[config.mk]
export PLATFORM = sky130hd
export DESIGN_NAME = rr_grant_scheduler_flat
export DESIGN_NICKNAME = d
export VERILOG_FILES = /design/src/rtl/rr_grant_scheduler_pkg.sv /design/src/rtl/rr_grant_scheduler_if.sv /design/src/rtl/rr_grant_scheduler_pick.sv /design/src/rtl/rr_grant_scheduler.sv /design/src/flat_wrapper.sv
export SDC_FILE = /design/constraint.sdc
export NUM_CORES = 1
export LEC_CHECK = 0
export BUFFER_PORTS_ARGS = -buffer_cell sky130_fd_sc_hd__buf_2
export CORE_ASPECT_RATIO = 0.7
export CORE_MARGIN = 8
export CORE_UTILIZATION = 40
export CTS_BUF_LIST = sky130_fd_sc_hd__clkbuf_16
export DETAILED_ROUTE_END_ITERATION = 6
export PLACE_DENSITY = 0.69
export SLEW_MARGIN = 20
export SYNTH_ARGS = -nofsm -noshare
export SYNTH_HDL_FRONTEND = slang
export SYNTH_SLANG_ARGS = --single-unit
[constraint.sdc]
create_clock -name clk -period 5.85 [get_ports clk]
set_input_delay 0.585 -clock clk [delete_from_list [all_inputs] [get_ports clk]]
set_output_delay 0.585 -clock clk [all_outputs]
set_load 0.01 [all_outputs]
[src/rtl/rr_grant_scheduler_pkg.sv]
// rr_sched_pkg: FSM state encoding and default sizing for the round-robin grant scheduler
package rr_sched_pkg;
  typedef enum logic {IDLE, GRANT} state_t;
  localparam int N_DEF = 8;
  localparam int MAX_HOLD_DEF = 16;
endpackage

[src/rtl/rr_grant_scheduler_if.sv]
// rr_grant_scheduler_if: request/grant bundle between requesters (master) and the scheduler (slave)
//   en, req          : issue enable and per-requester request lines, driven by master
//   gnt, gnt_id      : one-hot grant and its binary index, driven by slave
//   busy, expired    : grant-held flag and hold-expiry release pulse, driven by slave
interface rr_grant_scheduler_if
  import rr_sched_pkg::*;
#(parameter int N = N_DEF);
  logic en;
  logic [N-1:0] req, gnt;
  logic [$clog2(N)-1:0] gnt_id;
  logic busy, expired;
  modport master(output en, req, input gnt, gnt_id, busy, expired);
  modport slave(input en, req, output gnt, gnt_id, busy, expired);
endinterface

[src/rtl/rr_grant_scheduler_pick.sv]
// rr_priority_pick: combinational round-robin pick of the first req bit at or above one-hot ptr, wrapping
//   req  : request vector
//   ptr  : one-hot highest-priority position
//   pick : one-hot selected requester, zero when req is zero
module rr_priority_pick #(parameter int N = 8) (
  input  logic [N-1:0] req,
  input  logic [N-1:0] ptr,
  output logic [N-1:0] pick
);
  logic [2*N-1:0] dbl, iso;
  // Doubling req lets a plain lowest-set-bit search wrap past bit N-1.
  assign dbl = {req, req} & ~({{N{1'b0}}, ptr} - (2*N)'(1));
  assign iso = dbl & (~dbl + (2*N)'(1));
  assign pick = iso[N-1:0] | iso[2*N-1:N];
endmodule

[src/rtl/rr_grant_scheduler.sv]
// rr_grant_scheduler: round-robin arbiter with registered one-hot grant and bounded hold time
//   clk   : rising-edge clock
//   reset : asynchronous active-low reset
//   bus   : slave side of rr_grant_scheduler_if (en, req in; gnt, gnt_id, busy, expired out)
module rr_grant_scheduler
  import rr_sched_pkg::*;
#(
  parameter int N = N_DEF,
  parameter int MAX_HOLD = MAX_HOLD_DEF
) (
  input logic clk,
  input logic reset,
  rr_grant_scheduler_if.slave bus
);
  localparam int W = $clog2(N);
  localparam int CW = $clog2(MAX_HOLD);
  state_t state;
  logic [N-1:0] ptr, pick;
  logic [W-1:0] pick_id;
  logic [CW-1:0] cnt;
  logic own_req, at_max;
  rr_priority_pick #(.N(N)) u_pick (.req(bus.req), .ptr(ptr), .pick(pick));
  always_comb begin
    pick_id = '0;
    for (int i = 0; i < N; i++) if (pick[i]) pick_id = W'(i);
  end
  assign own_req = |(bus.req & bus.gnt);
  assign at_max = cnt == CW'(MAX_HOLD - 1);
  always_ff @(posedge clk or negedge reset)
    if (!reset) begin
      state <= IDLE;
      bus.gnt <= '0;
      bus.gnt_id <= '0;
      bus.busy <= 1'b0;
      bus.expired <= 1'b0;
      cnt <= '0;
      ptr <= N'(1);
    end else if (state == IDLE) begin
      bus.expired <= 1'b0;
      if (bus.en && |bus.req) begin
        state <= GRANT;
        bus.gnt <= pick;
        bus.gnt_id <= pick_id;
        bus.busy <= 1'b1;
        cnt <= '0;
      end
    end else if (!own_req || at_max) begin
      // A dropped request wins over expiry on the same edge, so expired is only set while req is still high.
      state <= IDLE;
      bus.gnt <= '0;
      bus.gnt_id <= '0;
      bus.busy <= 1'b0;
      bus.expired <= own_req;
      ptr <= {bus.gnt[N-2:0], bus.gnt[N-1]};
    end else
      cnt <= cnt + CW'(1);
endmodule

[src/flat_wrapper.sv]
// flat-port wrapper written by rule: the top's interface ports become plain ports
module rr_grant_scheduler_flat import rr_sched_pkg::*;
#(
  parameter int N = N_DEF,
  parameter int MAX_HOLD = MAX_HOLD_DEF
)
  (clk, reset, bus_en, bus_req, bus_gnt, bus_gnt_id, bus_busy, bus_expired);
  rr_grant_scheduler_if #(.N(N)) bus_i ();
  input logic clk;
  input logic reset;
  input wire logic [$bits(bus_i.en)-1:0] bus_en;
  input wire logic [$bits(bus_i.req)-1:0] bus_req;
  output wire logic [$bits(bus_i.gnt)-1:0] bus_gnt;
  output wire logic [$bits(bus_i.gnt_id)-1:0] bus_gnt_id;
  output wire logic [$bits(bus_i.busy)-1:0] bus_busy;
  output wire logic [$bits(bus_i.expired)-1:0] bus_expired;
  assign bus_i.en = bus_en;
  assign bus_i.req = bus_req;
  assign bus_gnt = bus_i.gnt;
  assign bus_gnt_id = bus_i.gnt_id;
  assign bus_busy = bus_i.busy;
  assign bus_expired = bus_i.expired;
  rr_grant_scheduler #(.N(N), .MAX_HOLD(MAX_HOLD)) u_core (.clk(clk), .reset(reset), .bus(bus_i));
endmodule
# Yosys cells after proc, flatten, opt, wreduce, memory -nomap -nowiden

Cells that the tools add are included.

Bits in registers: 26
Input port bits: 11
Output and inout bits: 13
Logic and storage cells: 52

Add/subtract/negate cells: 3
Eq/ne operators: 3
Muxes and demuxes: 24
Bitwise gates (word level): 6
Reduce and logical (&&, ||, !) cells: 9

Operators by type and width:

| cell                                                               | count |
|---|---|
| 16-bit bitwise AND                                                 | 2 |
| 16-bit inverter                                                    | 2 |
| 3-bit 2-to-1 mux                                                   | 9 |
| 8-bit 2-to-1 mux                                                   | 3 |
| 16-bit by 1-bit adder with 16-bit output, second input constant    | 1 |
| 8-bit OR reduction                                                 | 2 |
| 4-bit 2-to-1 mux                                                   | 3 |
| 1-bit 2-to-1 mux                                                   | 9 |
| 8-bit by 1-bit subtractor with 9-bit output, second input constant | 1 |
| 8-bit bitwise AND                                                  | 1 |
| 8-bit bitwise OR                                                   | 1 |
| 2-bit AND reduction                                                | 3 |
| 4-bit by 1-bit adder with 4-bit output, second input constant      | 1 |
| 4-bit equality test, second input constant                         | 1 |
| 2-bit inequality test, second input constant                       | 2 |
| 2-bit nonzero test                                                 | 1 |
| 1-bit logical AND                                                  | 1 |
| 1-bit zero test                                                    | 1 |
| 1-bit logical OR                                                   | 1 |

# Logic depth before layout (Yosys ltp)

Gate-level depths: netlist of the first run.

Depth after elaboration: 16
Gate-level depth with buffers: 10
Mapped depth without buffers: 9

# Cells and area by module

From an unflattened synthesis of the first run, not the netlist that was laid out.

Cell total of the unflattened synthesis: 177
Area total of the unflattened synthesis: 1,632.8 um2

Modules (own cells, without submodules):

| module             | instances | cells each | area each (um2) | seq. area each (um2) |
|---|---|---|---|---|
| rr_grant_scheduler | 1         | 112        | 1,201.2         | 651.9 |
| rr_priority_pick   | 1         | 65         | 431.7           | 0.0 |

# Least setup slack after synthesis of the first run

OpenSTA, ideal clock, no wires.

Path kind: flip-flop to flip-flop
Start point: register u_core.ptr[0]
End point: register u_core.bus.gnt_id[1]
Setup time: 0.088 ns
Arrival time: 2.165 ns
Required time: 5.762 ns
Path slack: 3.596 ns
Cell stages (with the launch flop): 10
Buffers on the path: 1
Clock period less this slack: 2.254 ns
Cells stage by stage: dfstp_2 > buf_6 > inv_1 > ha_1 > a22oi_1 > o21ai_0 > a211oi_4 > and4_1 > a32oi_1 > a41oi_1

Cells in the longest elaborated chain, start to end: 15

RTL lines:

| item                                          | line                          | RTL |
|---|---|---|
| start, declared                               | rr_grant_scheduler.sv:18      | `logic [N-1:0] ptr, pick;` |
| start signal, assigned                        | rr_grant_scheduler.sv:54      | `ptr <= {bus.gnt[N-2:0], bus.gnt[N-1]};` |
| 8-bit by 1-bit subtractor with 9-bit output * | rr_grant_scheduler_pick.sv:12 | `assign dbl = {req, req} & ~({{N{1'b0}}, ptr} - (2*N)'(1));` |
| 16-bit inverter *                             | rr_grant_scheduler_pick.sv:12 |  |
| 16-bit bitwise AND *                          | rr_grant_scheduler_pick.sv:12 |  |
| 16-bit inverter                               | rr_grant_scheduler_pick.sv:13 | `assign iso = dbl & (~dbl + (2*N)'(1));` |
| 16-bit by 1-bit adder with 16-bit output      | rr_grant_scheduler_pick.sv:13 |  |
| 16-bit bitwise AND *                          | rr_grant_scheduler_pick.sv:13 |  |
| 8-bit bitwise OR *                            | rr_grant_scheduler_pick.sv:14 | `assign pick = iso[N-1:0] \| iso[2*N-1:N];` |
| 3-bit 2-to-1 mux (5 in a row)                 | rr_grant_scheduler.sv:25      | `for (int i = 0; i < N; i++) if (pick[i]) pick_id = W'(i);` |
| 3-bit 2-to-1 mux *                            | rr_grant_scheduler.sv:25      |  |
| 3-bit 2-to-1 mux *                            | rr_grant_scheduler.sv:40      | `if (bus.en && \|bus.req) begin` |
| 3-bit 2-to-1 mux *                            | rr_grant_scheduler.sv:38      | `end else if (state == IDLE) begin` |
| end signal, assigned                          | rr_grant_scheduler.sv:43      | `bus.gnt_id <= pick_id;` |
| end, declared                                 | rr_grant_scheduler_if.sv:13   | `modport slave(input en, req, output gnt, gnt_id, busy, expired);` |

Every way passes the cells marked *; elsewhere a longest branch is shown, timed or not. The select of a mux whose other input is x is not followed.
A chain may end at the register's enable or synchronous reset.

# Worst setup path after layout of the first run

Ends and elaborated chain as after synthesis.

==> results.py, run 1 <==
metrics = {
    "clock_network": {
        "postCtsHoldBufs": 0,
        "cts-root-buf": "clkbuf_16",
        "cts.repair.resized": 0,
        "cts_sinks": 26,
        "cts_tree": "built",
        "cts.clk_slew.worst_paths_ns": 0.07,
        "h-tree-depth": 1,
        "worstSkewPairLatency_ns": 0.26,
        "cts_made_buffers": 3,
        "clockBufferDepth": 2,
        "post-cts-setup-buffers": 0,
    },
    "final_layout": {
        "nets": 191,
        "num-fill-cells": 350,
        "antenna-diode-count": 0,
        "fin_cells": 227,
        "utilization_pct": 49.68,
        "drive_above_1_share_pct": 25.42,
        "area_growth_pct": 17.55,
    },
    "job": {
        "cap_violations": 0,
    },
    "drt": {
        "dr.pass1.iters": 4,
        "antenna_left": 0,
        "vias": 1321,
        "post_drt_via_cell_ratio": 5.819,
        "wire_per_inst_microns": 17.89,
        "drc": 0,
        "wirelength_mm": 4.062,
        "drt_iter0_drc": 131,
    },
    "place": {
        "portBuffers": 23,
        "routabilityCongestion": 1.064,
        "numPlacedInstances": 223,
        "hpwl_mm": 3.042,
    },
    "timing": {
        "period_needed_ns": 2.585,
        "setup_tns_ns": 0,
        "fmax_mhz": 386.8,
        "drv_slew": 0,
        "worstMarginPinSlew_ns": 0.7394,
        "fin_worst_skew_ns": 0.003139,
        "period_share_pct": 44.19,
        "finalHoldViolCount": 0,
        "hold_slack_ns": 0.3106,
        "relSlewSlack_pct": 50.71,
        "rsz0062_at_grt": "false",
        "setup_violations": 0,
    },
    "grt": {
        "gr-usage-met3_pct": 4.485,
        "grt_pass1_vias": 1292,
        "grt_overflow_total": 0,
        "met1_usage_pct": 19.81,
        "busiest_layer": "met2",
        "track_usage_pct": 14.66,
        "use_met2_pct": 21.45,
        "grt_pass1_wl_mm": 6.699,
        "antenna_found_initial": 0,
        "grt_max_degree": 27,
    },
    "yosys": {
        "synth.area.top_cells": "dfrtp_1, mux2_2, nand2_1, o21ai_0, a22oi_1",
        "yosysWarnings": 0,
        "synthDistinctLibCells": 47,
        "synthFlopType": "dfrtp_1",
        "async_flop_share_pct": 100.0,
        "synthCells": 153,
        "synth_top_area_share_pct": 41.60,
        "ys_seq_area_share_pct": 43.34,
        "syn_nets": 166,
        "synth_seq_cells": 26,
        "synth_area_per_cell_sq_um": 9.830,
        "synthesis.area_sq_um": 1504,
        "synth-edff-count": 0,
        "yosysTopAreaCell": "dfrtp_1",
    },
    "floorplan": {
        "fp.coreArea_sq_um": 3558,
        "start_util_pct": 42.26,
        "num_io_pins": 24,
        "die_area_sq_um": 6009,
        "rows": 18,
        "die_y_microns": 67.30,
        "fp.dieW_microns": 89.29,
    },
    "critical_path": {
        "start_kind": "flop",
        "crit_type": "flop to flop",
        "crit_arrival_ns": 2.76,
        "cp_max_fo": 9,
        "worst_setup_path_end_kind": "flop",
        "required_ns": 6.03,
    },
    "hold_path": {
        "hp-class": "input port to async pin",
    },
    "power_and_ir_drop": {
        "p_per_area_nw_per_um2": 669.6,
        "vdd_drop_max_mv": 0.2877,
        "leakagePower_uw": 0.0008130,
    },
    "run_status": {
        "status": "finished clean",
    },
}
[synthesized netlist by cell type (4+ instances only)]
cell	number
nand4_1	6
inv_1	6
mux2_2	8
nand3_1	7
nor2_1	6
dfrtp_1	25
a22oi_1	5
nand2_1	21
o21ai_0	9
o21ai_1	4
a21oi_1	4
[per-layer routing]
metal  wire length, microns  vias to the layer above
li1                       -                      626
met1                   1980                      639
met2                   1752                       49
met3                    252                        7
met4                     76                        0
met5                      0                        -
[cell usage in the layout (no fill, tap or decap), drive strengths merged, types with 2 or more instances in the layout]
master / n
dfrtp: 25
buf: 23
nand2: 21
o21ai: 13
mux2: 8
nand3: 7
inv: 6
nand4: 6
nor2: 6
a22oi: 5
a21oi: 4
and3: 4
nor3: 3
nor2b: 3
xor2: 3
o211ai: 3
clkbuf: 3
or4: 2
o31ai: 2
o21a: 2
a32oi: 2
ha: 2
nor3b: 2
a41oi: 2
[worst paths after layout]
check | startpoint | end | depth (start not counted) | slack [ns]
min in group clk | u_core.bus.busy | u_core.bus.busy | 1 | 0.49
max reg2reg | u_core.ptr[0] | u_core.bus.gnt_id[1] | 8 | 3.26
max in group asynchronous | reset | u_core.ptr[0] | 1 | 5.16
max | u_core.ptr[0] | u_core.bus.gnt_id[1] | 8 | 3.26
min reg2reg | u_core.bus.busy | u_core.bus.busy | 1 | 0.49
min | reset | u_core.ptr[4] | 1 | 0.31
[area by class of cell]
class	count	area, sq um	area share, %
Tap cell	50	62.56	3.539
Sequential cell	26	651.9	36.87
Multi-Input combinational cell	118	810.8	45.86
Timing Repair Buffer	23	115.1	6.511
Clock inverter	1	30.03	1.699
Clock buffer	3	75.07	4.246
Inverter	6	22.52	1.274
[power breakdown]
group / internal [uW] / switching [uW]
sequential: 247 / 75.4
combinational: 273 / 388
clock: 136 / 64.3
total: 656 / 527
[worst max-delay path, cell delays in order, from the launching register on]
cell      delay (ns)
dfstp_2         0.62
inv_1           0.08
ha_1            0.32
a22oi_1         0.19
o21ai_0         0.25
a211oi_4        0.32
and4_1          0.29
a32oi_1         0.16
a41oi_1         0.26
[through the flow]
step / worst slack (ns) / instance area [sq um] / total power, uW
6_report: 3.265 / 1768 / 1184
5_1_grt: 3.070 / 1768 / 1266
4_1_cts: 3.285 / 1768 / 1178
3_5_place_dp: 3.197 / 1663 / 971.2
3_3_place_gp: 3.083 / 1663 / 959.0
2_1_floorplan: 3.596 / 1504 / 791.2
[flip-flops by register name, indices dropped and copies added, names as in the netlist]
name                cells
u_core.bus.gnt_id       3
u_core.bus.expired      1
u_core.state            1
u_core.ptr              8
u_core.bus.gnt          8
u_core.cnt              4
u_core.bus.busy         1
[logic make-up (layout without fill, tap and decap cells)]
| kind of cell | Yosys count | after routing | share of synthesized area, % |
|---|---|---|---|
| adders and majority gates | 2 | 2 | 1.664 |
| DFF | 26 | 26 | 43.34 |
| AOI/OAI and AO/OA | 41 | 41 | 20.63 |
| xor gates and xnor gates | 4 | 4 | 2.330 |
| and+or+nand+nor | 62 | 62 | 22.63 |
| buffers and inverters | 9 | 33 | 2.745 |
| muxes | 9 | 9 | 6.656 |
Power figures use the tool's default switching activity.
==> run 2, diff against run 1 <==
--- a/config.mk
+++ b/config.mk
@@ -11,7 +11,7 @@
 export CORE_UTILIZATION = 40
 export CTS_BUF_LIST = sky130_fd_sc_hd__clkbuf_16
 export DETAILED_ROUTE_END_ITERATION = 6
-export PLACE_DENSITY = 0.69
+export PLACE_DENSITY = 0.71
 export SLEW_MARGIN = 20
 export SYNTH_ARGS = -nofsm -noshare
 export SYNTH_HDL_FRONTEND = slang
==> constraint.sdc (replaced) <==
create_clock -name clk -period 2.3 [get_ports clk]
set_input_delay 0.23 -clock clk [delete_from_list [all_inputs] [get_ports clk]]
set_output_delay 0.23 -clock clk [all_outputs]
set_load 0.01 [all_outputs]
==> run 2 against run 1 <==
The run now ends with negative setup slack left. Utilization up 8.6 points. Sequential cell count stayed put. Critical path depth down 2. Non-clock buffer count is 27 higher. Setup slack lost 3.3 ns. Power grew to 3.2 times the previous value. Critical path type unchanged. Critical endpoint unchanged.
==> results.py, run 2 (same netlist as run 1, synthesis figures left out) <==
metrics = {
    "run_status": {
        "status": "finished, violations left",
        "violations": "negative setup slack",
    },
    "drt": {
        "post_drt_via_cell_ratio": 5.724,
        "drc": 0,
        "dr.pass1.iters": 4,
        "wire_per_inst_microns": 17.69,
        "wirelength_mm": 4.493,
        "antenna_left": 0,
        "vias": 1454,
        "drt_iter0_drc": 169,
    },
    "power_and_ir_drop": {
        "power.total_uw": 3760,
        "leakagePower_uw": 0.0009717,
        "vdd_drop_max_mv": 0.7686,
        "p_per_area_nw_per_um2": 1814,
    },
    "critical_path": {
        "cpLargestDelayFamily": "simple AND/OR/NAND/NOR gates",
        "worst_setup_path_end_kind": "flop",
        "crit_arrival_ns": 2.47,
        "required_ns": 2.43,
        "cp_max_fo": 6,
        "crit_path_top_delay_cell": "or4_4",
        "path_cells": "or4_4 -> nor3_1 -> nand3b_1 -> a21bo_4 -> o211ai_1 -> a41oi_2",
        "crit_buf_inv": 0,
        "start_kind": "flop",
        "crit_start": "u_core.ptr[3]",
        "crit_type": "flop to flop",
        "r2r-start": "u_core.ptr[3]",
        "critPathMaxStageDelay_ns": 0.60,
    },
    "timing": {
        "drv_slew": 0,
        "rsz0062_at_grt": "true",
        "setup_tns_ns": -0.09490,
        "relSlewSlack_pct": 60.70,
        "worstMarginPinSlew_ns": 0.5895,
        "period_needed_ns": 2.340,
        "finalHoldViolCount": 0,
        "setup_violations": 3,
        "fmax_mhz": 427.4,
        "period_share_pct": 101.7,
        "setup_ws_ns": -0.03958,
        "fin_worst_skew_ns": 0.004346,
    },
    "final_layout": {
        "top_regs": "u_core.bus.gnt x8, u_core.ptr x8, u_core.cnt x4",
        "final_cell_mix": "buf_4, dfrtp_1, buf_2, nand2_1, mux2_2",
        "nets": 218,
        "area_growth_pct": 37.85,
        "num-fill-cells": 319,
        "drive_above_1_share_pct": 41.18,
        "utilization_pct": 58.26,
        "antenna-diode-count": 0,
        "fin_cells": 254,
    },
    "clock_network": {
        "cts_sinks": 26,
        "cts_tree": "built",
        "clockBufferDepth": 2,
        "cts_made_buffers": 3,
        "h-tree-depth": 1,
        "cts.clk_slew.worst_paths_ns": 0.07,
        "worstSkewPairLatency_ns": 0.26,
        "cts-root-buf": "clkbuf_16",
    },
    "floorplan": {
        "num_io_pins": 24,
        "fp.dieW_microns": 89.29,
        "die_y_microns": 67.30,
        "die_area_sq_um": 6009,
        "fp.coreArea_sq_um": 3558,
        "rows": 18,
        "start_util_pct": 42.26,
    },
    "grt": {
        "grt_max_degree": 27,
        "grt_pass1_vias": 1527,
        "grt_overflow_total": 0,
        "antenna_found_initial": 0,
        "grt_pass1_wl_mm": 7.383,
        "track_usage_pct": 16.12,
    },
    "hold_path": {
        "hp-class": "input port to flop",
        "holdCritStartpoint": "bus_req[0]",
    },
    "place": {
        "routabilityCongestion": 0.9185,
        "numPlacedInstances": 245,
        "hpwl_mm": 3.385,
        "portBuffers": 23,
    },
    "job": {
        "cap_violations": 0,
    },
}
==> run 2: changes by cell type in the layout (fill, tap and decap cells not counted), moves of 2 or more <==
cell     change
a32oi_2      +2
o21ai_1      +3
a32oi_1      -2
buf_4       +25
o21ai_0      -4
==> run 2: tightest hold or removal path, stage by stage <==
cell      delay [ns]
buf_2           0.14
o211ai_1        0.09
nand2_1         0.05
==> run 2: layout make-up <==
| class | count | area (sq um) | share of cell area (%) |
|---|---|---|---|
| clock inverters | 1 | 30.03 | 1.448 |
| inverters | 6 | 25.02 | 1.207 |
| flip-flops and latches | 26 | 651.9 | 31.44 |
| repair buffers | 50 | 324.1 | 15.63 |
| multi-input cells | 118 | 904.6 | 43.63 |
| well taps | 50 | 62.56 | 3.017 |
| clock buffers | 3 | 75.07 | 3.621 |
==> run 2: routing by layer <==
metal  up-vias  share of wire, %  global-route usage, %  wire length (microns)
met5         -                 0                      0                      0
met4         0              0.67                  5.773                     30
met2        47                47                  25.51                   2126
li1        679                 -                      -                      -
met1       724                44                  20.83                   1975
met3         4               8.0                  4.242                    360
==> run 2: final timing paths <==
path	endpoint	slack, ns	cells past startpoint
max	u_core.bus.gnt_id[1]	-0.04	6
min	u_core.bus.gnt[0]	0.29	3
max reg2reg	u_core.bus.gnt_id[1]	-0.04	6
min reg2reg	u_core.bus.busy	0.49	1
max in group asynchronous	u_core.bus.gnt[0]	1.41	2
min in group asynchronous	u_core.ptr[3]	0.50	2
==> run 2: power by group <==
| group | internal, uW | switching [uW] | total (uW) |
|---|---|---|---|
| clock | 347 | 164 | 511 |
| sequential | 628 | 176 | 805 |
| combinational | 1220 | 1220 | 2440 |
==> run 2: repair_timing <==
| item | CTS | global route |
|---|---|---|
| setup buffers | 3 | 1 |
| hold buffers | 1 | 0 |
| gates resized for setup | 11 | 11 |
| hold endpoints to repair | 25 | 0 |
| pin swaps | 3 | 9 |
| endpoints found under the setup margin | 6 | 9 |
==> run 2: per-stage QoR <==
| step | setup slack [ns] | hold slack [ns] | cell area (sq um) |
|---|---|---|---|
| final | -0.03958 | 0.2870 | 2073 |
| after global routing | -0.09032 | 0.3265 | 2073 |
| after CTS | -0.02090 | 0.2825 | 2017 |
| after detailed placement | -0.1443 | 0.2668 | 1828 |
| after global placement | -0.1564 | 0.2519 | 1828 |
| after floorplan | 0.04645 | -0.06559 | 1504 |
==> run 3, diff against run 2 <==
--- a/config.mk
+++ b/config.mk
@@ -6,12 +6,13 @@
 export NUM_CORES = 1
 export LEC_CHECK = 0
 export BUFFER_PORTS_ARGS = -buffer_cell sky130_fd_sc_hd__buf_2
-export CORE_ASPECT_RATIO = 0.7
+export CORE_ASPECT_RATIO = 0.5
 export CORE_MARGIN = 8
 export CORE_UTILIZATION = 40
 export CTS_BUF_LIST = sky130_fd_sc_hd__clkbuf_16
 export DETAILED_ROUTE_END_ITERATION = 6
 export PLACE_DENSITY = 0.71
+export SETUP_SLACK_MARGIN = 0.1
 export SLEW_MARGIN = 20
 export SYNTH_ARGS = -nofsm -noshare
 export SYNTH_HDL_FRONTEND = slang
==> constraint.sdc (replaced) <==
create_clock -name clk -period 2.3 [get_ports clk]
set_input_delay 0.575 -clock clk [delete_from_list [all_inputs] [get_ports clk]]
set_output_delay 0.575 -clock clk [all_outputs]
set_load 0.01 [all_outputs]
==> run 3 against run 2 <==
The flow still finishes with violations (negative setup slack). Setup slack better by 0.021 ns. Cell count rose by 2.4%. Power increased by 4.6%. Wire length rose by 1.0%.
==> results.py, run 3 (same netlist as run 1, synthesis figures left out) <==
metrics = {
    "run_status": {
        "status": "finished, violations left",
        "violations": "negative setup slack",
    },
    "drt": {
        "drt_iter0_drc": 92,
        "drc": 0,
        "wire_per_inst_microns": 17.45,
        "vias": 1451,
        "post_drt_via_cell_ratio": 5.581,
        "antenna_left": 0,
        "dr.pass1.iters": 4,
        "wirelength_mm": 4.538,
    },
    "clock_network": {
        "cts_made_buffers": 3,
        "worstSkewPairLatency_ns": 0.26,
        "cts_sinks": 26,
        "clockBufferDepth": 2,
        "cts.clk_slew.worst_paths_ns": 0.07,
        "h-tree-depth": 1,
        "cts-root-buf": "clkbuf_16",
        "cts_tree": "built",
        "postCtsHoldBufs": 0,
    },
    "timing": {
        "fmax_mhz": 431.3,
        "setup_violations": 1,
        "period_needed_ns": 2.319,
        "worstMarginPinSlew_ns": 0.5998,
        "fin_worst_skew_ns": 0.005397,
        "period_share_pct": 100.8,
        "setup_tns_ns": -0.01855,
        "rsz0062_at_grt": "true",
        "setup_ws_ns": -0.01855,
        "relSlewSlack_pct": 60.01,
        "drv_slew": 0,
        "finalHoldViolCount": 0,
    },
    "final_layout": {
        "area_growth_pct": 42.10,
        "final_cell_mix": "buf_4, dfrtp_1, buf_2, nand2_1, o21ai_1",
        "utilization_pct": 60.89,
        "top_regs": "u_core.bus.gnt x8, u_core.ptr x8, u_core.cnt x4",
        "nets": 223,
        "num-fill-cells": 281,
        "antenna-diode-count": 0,
        "drive_above_1_share_pct": 43.54,
        "final_common_cell": "buf_4",
    },
    "critical_path": {
        "required_ns": 2.49,
        "crit_type": "flop to flop",
        "start_kind": "flop",
        "path_cells": "or4_4 -> o41ai_4 -> a21boi_4 -> buf_6 -> a41o_1 -> and3_1 -> nor3b_2 -> o21ai_1",
        "worst_setup_path_end_kind": "flop",
        "crit_path_top_delay_cell": "or4_4",
        "critPathMaxStageDelay_ns": 0.58,
        "cpLargestDelayFamily": "compound AO/OA/AOI/OAI gates",
        "crit_buf_inv": 1,
        "crit_arrival_ns": 2.51,
        "cp_max_fo": 5,
    },
    "power_and_ir_drop": {
        "p_per_area_nw_per_um2": 1840,
        "switchingPower_uw": 1631,
        "pwr-share-seq_pct": 20.3,
        "p_clk_share_pct": 13.0,
        "leakagePower_uw": 0.0009977,
        "vdd_drop_max_mv": 0.5492,
        "comb_power_share_pct": 66.7,
        "swShare_pct": 41.48,
        "p_int_uw": 2301,
    },
    "floorplan": {
        "die_y_microns": 59.36,
        "fp.coreArea_sq_um": 3510,
        "num_io_pins": 24,
        "fp.dieW_microns": 102.7,
        "die_area_sq_um": 6097,
        "rows": 15,
        "start_util_pct": 42.85,
    },
    "place": {
        "portBuffers": 23,
        "routabilityCongestion": 0.8775,
        "hpwl_mm": 3.176,
    },
    "job": {
        "cap_violations": 0,
    },
    "hold_path": {
        "hp-class": "input port to async pin",
    },
    "grt": {
        "grt_overflow_total": 0,
        "track_usage_pct": 15.52,
        "grt_pass1_wl_mm": 7.362,
        "grt_max_degree": 27,
        "antenna_found_initial": 0,
        "grt_pass1_vias": 1476,
    },
}
## run 3: cell count changes in the layout (fill, tap and decap cells not counted), sizes merged
cell / before / now
buf: 49 / 55
dlygate4sd3: 1 / 0
## run 3: stage by stage
step / std cells / power (uW) / worst slack [ns] / hold slack [ns] / cell area [sq um]
CTS: 258 / 3683 / 0.02220 / 0.3361 / 2049
finish: 260 / 3933 / -0.01855 / 0.3147 / 2137
floorplan: 153 / 2014 / 0.1094 / 0.2794 / 1504
global route: 260 / 4171 / -0.09155 / 0.3541 / 2137
global placement: 249 / 2825 / -0.08964 / 0.4704 / 1852
detailed placement: 249 / 2851 / -0.06907 / 0.4763 / 1852
## run 3: worst paths after layout
check	startpoint	cells past startpoint	slack, ns	end
hold / removal	reset	1	0.31	u_core.bus.busy
setup / recovery	u_core.ptr[3]	8	-0.02	u_core.bus.gnt_id[0]
max in group asynchronous	reset	1	1.56	u_core.ptr[1]
min in group clk	u_core.bus.busy	1	0.49	u_core.bus.busy
hold reg to reg	u_core.bus.busy	1	0.49	u_core.bus.busy
setup reg to reg	u_core.ptr[3]	8	-0.02	u_core.bus.gnt_id[0]
## run 3: final cells by class
type	count	area [sq um]	share of cell area (%)
clock buffers	3	75.07	3.513
clock inverters	1	30.03	1.405
well taps	51	63.81	2.986
multi-input cells	118	929.6	43.50
repair buffers	55	362.8	16.98
flip-flops and latches	26	653.1	30.56
inverters	6	22.52	1.054
## run 3: routing by layer
metal	GRT usage, %	wire [microns]	part of all wire [%]
met1	20.11	2000	44
met2	25.60	2238	49
met3	2.810	242	5.3
met4	4.752	57	1.3
met5	0	0	0
## run 3: timing repair
action	4_1_cts	5_1_grt
endpoints found under the setup margin	8	9
pin swaps	3	12
hold endpoints to repair	0	0
buffers inserted	5	2
resized for setup	11	17
## run 3: power groups by stage
stage          Clock [uW]  Sequential, uW  Combinational, uW
3_3_place_gp            0             797               2030
3_5_place_dp            0             802               2050
4_1_cts               522             796               2370
6_report              512             798               2620
5_1_grt               540             824               2810
2_1_floorplan           0             807               1210
